File: src/rtl/mem_copy_engine.sv
// Block-copy initiator for the 8-bit-address / 16-bit-data synchronous memory port.
// Copies words strictly ascending, 3 cycles per word (read, capture, write), with an additive checksum.
module mem_copy_engine #(
  parameter int unsigned ADDR_W = 8,
  parameter int unsigned DATA_W = 16,
  parameter int unsigned LEN_W  = 9
) (
  input  logic              clk,
  input  logic              rst_n,
  input  logic              start,
  input  logic [ADDR_W-1:0] src_addr,
  input  logic [ADDR_W-1:0] dst_addr,
  input  logic [LEN_W-1:0]  length,
  output logic              busy,
  output logic              done,
  output logic              error,
  output logic [DATA_W-1:0] checksum,
  output logic [ADDR_W-1:0] mem_address,
  output logic [DATA_W-1:0] mem_data_in,
  output logic              mem_write_enable,
  output logic              mem_read_enable,
  input  logic [DATA_W-1:0] mem_data_out
);

  localparam int unsigned MAX_LEN = 1 << ADDR_W;

  typedef enum logic [2:0] {S_IDLE, S_RD, S_CAP, S_WR, S_FIN} state_t;

  state_t              state_q;
  logic [ADDR_W-1:0]   src_q;
  logic [ADDR_W-1:0]   dst_q;
  logic [LEN_W-1:0]    len_q;
  logic [LEN_W-1:0]    idx_q;
  logic [LEN_W-1:0]    idx_d;
  logic                busy_q;
  logic                done_q;
  logic                error_q;
  logic [DATA_W-1:0]   checksum_q;
  logic [ADDR_W-1:0]   addr_q;
  logic [DATA_W-1:0]   word_q;
  logic                we_q;
  logic                re_q;

  assign idx_d = idx_q + LEN_W'(1);

  // Controller: all memory-side outputs are registered from the next state.
  always_ff @(posedge clk) begin
    if (!rst_n) begin
      state_q    <= S_IDLE;
      src_q      <= '0;
      dst_q      <= '0;
      len_q      <= '0;
      idx_q      <= '0;
      busy_q     <= 1'b0;
      done_q     <= 1'b0;
      error_q    <= 1'b0;
      checksum_q <= '0;
      addr_q     <= '0;
      word_q     <= '0;
      we_q       <= 1'b0;
      re_q       <= 1'b0;
    end else begin
      done_q <= 1'b0;
      case (state_q)
        S_IDLE: begin
          if (start) begin
            checksum_q <= '0;
            error_q    <= 1'b0;
            if (length == '0) begin
              state_q <= S_FIN;
              done_q  <= 1'b1;
            end else if (length > LEN_W'(MAX_LEN)) begin
              state_q <= S_FIN;
              done_q  <= 1'b1;
              error_q <= 1'b1;
            end else begin
              src_q   <= src_addr;
              dst_q   <= dst_addr;
              len_q   <= length;
              idx_q   <= '0;
              busy_q  <= 1'b1;
              re_q    <= 1'b1;
              addr_q  <= src_addr;
              state_q <= S_RD;
            end
          end
        end
        S_RD: begin
          re_q    <= 1'b0;
          state_q <= S_CAP;
        end
        S_CAP: begin
          word_q     <= mem_data_out;
          checksum_q <= checksum_q + mem_data_out;
          we_q       <= 1'b1;
          addr_q     <= dst_q + idx_q[ADDR_W-1:0];
          state_q    <= S_WR;
        end
        S_WR: begin
          we_q <= 1'b0;
          if (idx_d < len_q) begin
            idx_q   <= idx_d;
            re_q    <= 1'b1;
            addr_q  <= src_q + idx_d[ADDR_W-1:0];
            state_q <= S_RD;
          end else begin
            busy_q  <= 1'b0;
            done_q  <= 1'b1;
            state_q <= S_FIN;
          end
        end
        S_FIN: begin
          state_q <= S_IDLE;
        end
        default: begin
          state_q <= S_IDLE;
        end
      endcase
    end
  end

  assign busy             = busy_q;
  assign done             = done_q;
  assign error            = error_q;
  assign checksum         = checksum_q;
  assign mem_address      = addr_q;
  assign mem_data_in      = word_q;
  assign mem_write_enable = we_q;
  assign mem_read_enable  = re_q;

endmodule

File: config.mk
export PLATFORM = sky130hd
export DESIGN_NAME = mem_copy_engine
export DESIGN_NICKNAME = d
export VERILOG_FILES = /design/src/rtl/mem_copy_engine.sv
export SDC_FILE = /design/constraint.sdc
export NUM_CORES = 1
export LEC_CHECK = 0
export ABC_CLOCK_PERIOD_IN_PS = 5390
export BUFFER_PORTS_ARGS = -buffer_cell sky130_fd_sc_hd__buf_2
export CORE_ASPECT_RATIO = 2
export CORE_UTILIZATION = 45
export CTS_CLUSTER_DIAMETER = 80
export DETAILED_ROUTE_END_ITERATION = 12
export GPL_ROUTABILITY_DRIVEN = 0
export PLACE_DENSITY = 0.67
export RECOVER_POWER = 100
export SLEW_MARGIN = 20
export SYNTH_ARGS = -nofsm -noshare
export SYNTH_HDL_FRONTEND = slang
export SYNTH_SLANG_ARGS = --single-unit
File: constraint.sdc
create_clock -name clk -period 5.39 [get_ports clk]
set_clock_uncertainty 0.05 [all_clocks]
set_input_delay 0 -clock clk [delete_from_list [all_inputs] [get_ports clk]]
set_output_delay 0 -clock clk [all_outputs]
set_load 0.02 [all_outputs]
==> impl_metrics.yaml <==
run_status:
  outcome: "finished with violations"
  violations: "max-capacitance violations, max-slew violations"
worst_setup_path:
  critPathMostFrequentCell: "ha_1"
  cp_slowest_cell: "a21oi_1"
  endpoint_kind: "flip-flop"
  cp.required_ns: 5.59
  crit_arrival_ns: 4.46
  r2r-start: "idx_q[0]"
  slowest_delay_ns: 0.92
  worstPathCellList: "ha_1 > and3_1 > nand3_1 > nor2_1 > xor2_1 > ha_1 > and4_1 > a221oi_1 > o211ai_2 > a21oi_1 > o211ai_1 > o32ai_1"
  cp_max_fo: 14
  crit_path_start: "idx_q[0]"
  worstSetupStartpointType: "flip-flop"
  r2r_slack_ns: 1.13
  path_class: "reg -> reg"
global_route:
  grt_max_degree: 67
  track_usage: 0.273
  grt_pass1_wl_mm: 22.5
  grt_pass1_vias: 4833
  overflow: 0
  antenna_found_initial: 0
logic_synthesis:
  synth_edf_count: 0
  synth_ff_type: "dfxtp_1"
  synth.distinct_cells: 54
  yosysTopAreaCell: "dfxtp_1"
  yosysSeqAreaShare: 0.343
  avgSynthCellArea_um2: 7.94
  syn_inst: 603
  synth-seq-cells: 82
  synth_top_area_share: 0.343
  yosys-top-cells-area: "dfxtp_1 34%, ha_1 11%, nand2_1 9.5%"
  async_flop_share: 0
  ys_warn_count: 0
  synthesis.area_um2: 4790
  synth_nets: 691
flow_run:
  cap_violations: 1
timing:
  finalCritPeriodShare: 0.790
  tightest_slew_ns: 1.50
  finalSetupViolations: 0
  tns_ns: 0
  slew_headroom: -0.00329
  final_max_slew_viol_count: 26
  finalHoldViolations: 0
  fmax_ghz: 0.235
  rsz0062_at_grt: "false"
  fin_crit_ns: 4.26
final_layout:
  n_antenna_cell: 0
  syn_to_final_growth_pct: 24.2
  most-common-layout-cells: "121 x nand2_1, 82 x dfxtp_1, 79 x a21oi_1"
  n_fill_cell: 988
  drive_gt1_frac: 0.0869
  final_common_cell: "nand2_1"
  fin_util: 0.571
  final_nets: 808
drt:
  firstDrtPassIters: 6
  wire_per_inst_um: 16.6
  drt_wl_total_mm: 14.3
  post_drt_via_cell_ratio: 5.54
  antenna_left: 0
  drc: 0
  drt-initial-drc-count: 240
  vias: 4776
clocking:
  htree_levels: 3
  cts_setup_buffers: 0
  clk_latency_ns: 0.34
  path_clk_slew_ns: 0.06
  cts_resized: 0
  cts_buffers: 9
  root_buffer: "clkbuf_16"
  hold_buffers: 41
  ctsLongestPathBuffers: 2
  clock-sinks: 82
  cts_tree: "built"
die:
  coreArea_um2: 10400
  ios: 89
  die_y_um: 148
  die_area_um2: 11100
  start_util: 0.460
  rows: 53
  die_w_um: 74.9
power_and_ir_drop:
  vdd_ir_drop_max_mv: 0.198
  leakagePower_nw: 2.43
  p_per_area_nw_per_um2: 288
placed_design:
  port_buffers: 88
  dpl.hpwl_mm: 10.4
worst_hold_path:
  hp-class: "in -> reg"
  min_from: "rst_n"
final cells by class:
class,instances,area [um2],share of cell area
multi-input cells,474,2930,0.492
inverters,22,82.6,0.0139
clock inverters,5,77.6,0.0130
flip-flops and latches,82,1640,0.276
clock buffers,11,243,0.0408
well taps,137,171,0.0288
repair buffers,131,803,0.135
worst max-delay path: cells and delay by family, from the launching register on:
family / cells / cell delay (ns)
fa+ha+maj: 2 / 0.56
compound gates: 5 / 2.12
xor+xnor: 1 / 0.21
simple gates: 4 / 0.75
flops: 1 / 0.46
report_power, final:
part / total [mW] / internal (mW) / switching, mW
Sequential: 0.685 / 0.649 / 0.0354
Clock: 0.670 / 0.417 / 0.253
Combinational: 0.358 / 0.131 / 0.227
Total: 1.71 / 1.20 / 0.515
final timing paths:
path / to / cells past startpoint
max: mem_address[6] / 12
min: mem_address[2] / 2
max reg2reg: mem_address[6] / 12
min reg2reg: mem_data_in[10] / 2
cell usage after synthesis (all sizes together) (8+ instances only):
master / number
o21ai: 26
nand2: 121
a22oi: 8
xnor2: 13
nor2: 38
inv: 22
a211oi: 8
o211ai: 10
nand3: 17
nor3: 9
nand2b: 8
a21oi: 79
clkbuf: 13
ha: 41
dfxtp: 82
xor2: 15
buf: 12
stage by stage:
step	cell area (um2)	setup WS [ns]	instances	hold WS [ns]	total power, mW
3_5_place_dp	5310	1.74	805	0.198	1.04
4_1_cts	6040	1.73	862	0.0261	1.73
5_1_grt	5950	0.693	862	0.0304	1.79
6_report	5950	1.13	862	0.0265	1.71
2_1_floorplan	4790	2.43	603	0.0860	0.932
3_3_place_gp	5310	1.92	805	0.194	1.03
sequential cells by signal (all words and copies together), names as in the netlist:
signal	count
src_q	8
dst_q	8
done	1
busy	1
mem_data_in	16
error	1
mem_address	8
checksum	16
len_q	9
mem_read_enable	1
state_q	3
mem_write_enable	1
idx_q	9
per-layer routing:
metal / up-vias / part of all wire / wire length, um / global-route usage
met5: - / 0 / 0 / 0
met4: 0 / 0.049 / 707 / 0.167
met3: 45 / 0.046 / 657 / 0.0491
met2: 156 / 0.57 / 8150 / 0.518
met1: 2229 / 0.34 / 4800 / 0.251
li1: 2346 / - / - / -
cell families (layout without fill, tap and decap cells):
group	Yosys count	count (layout)	synth area share
and+or+nand+nor	230	230	0.217
AOI/OAI and AO/OA	167	167	0.216
DFF	82	82	0.343
buffers and inverters	47	169	0.0402
adders and majority gates	44	44	0.120
xor gates and xnor gates	29	29	0.0559
muxes	4	4	0.00836
No activity file was read; power rests on OpenSTA's default activity.
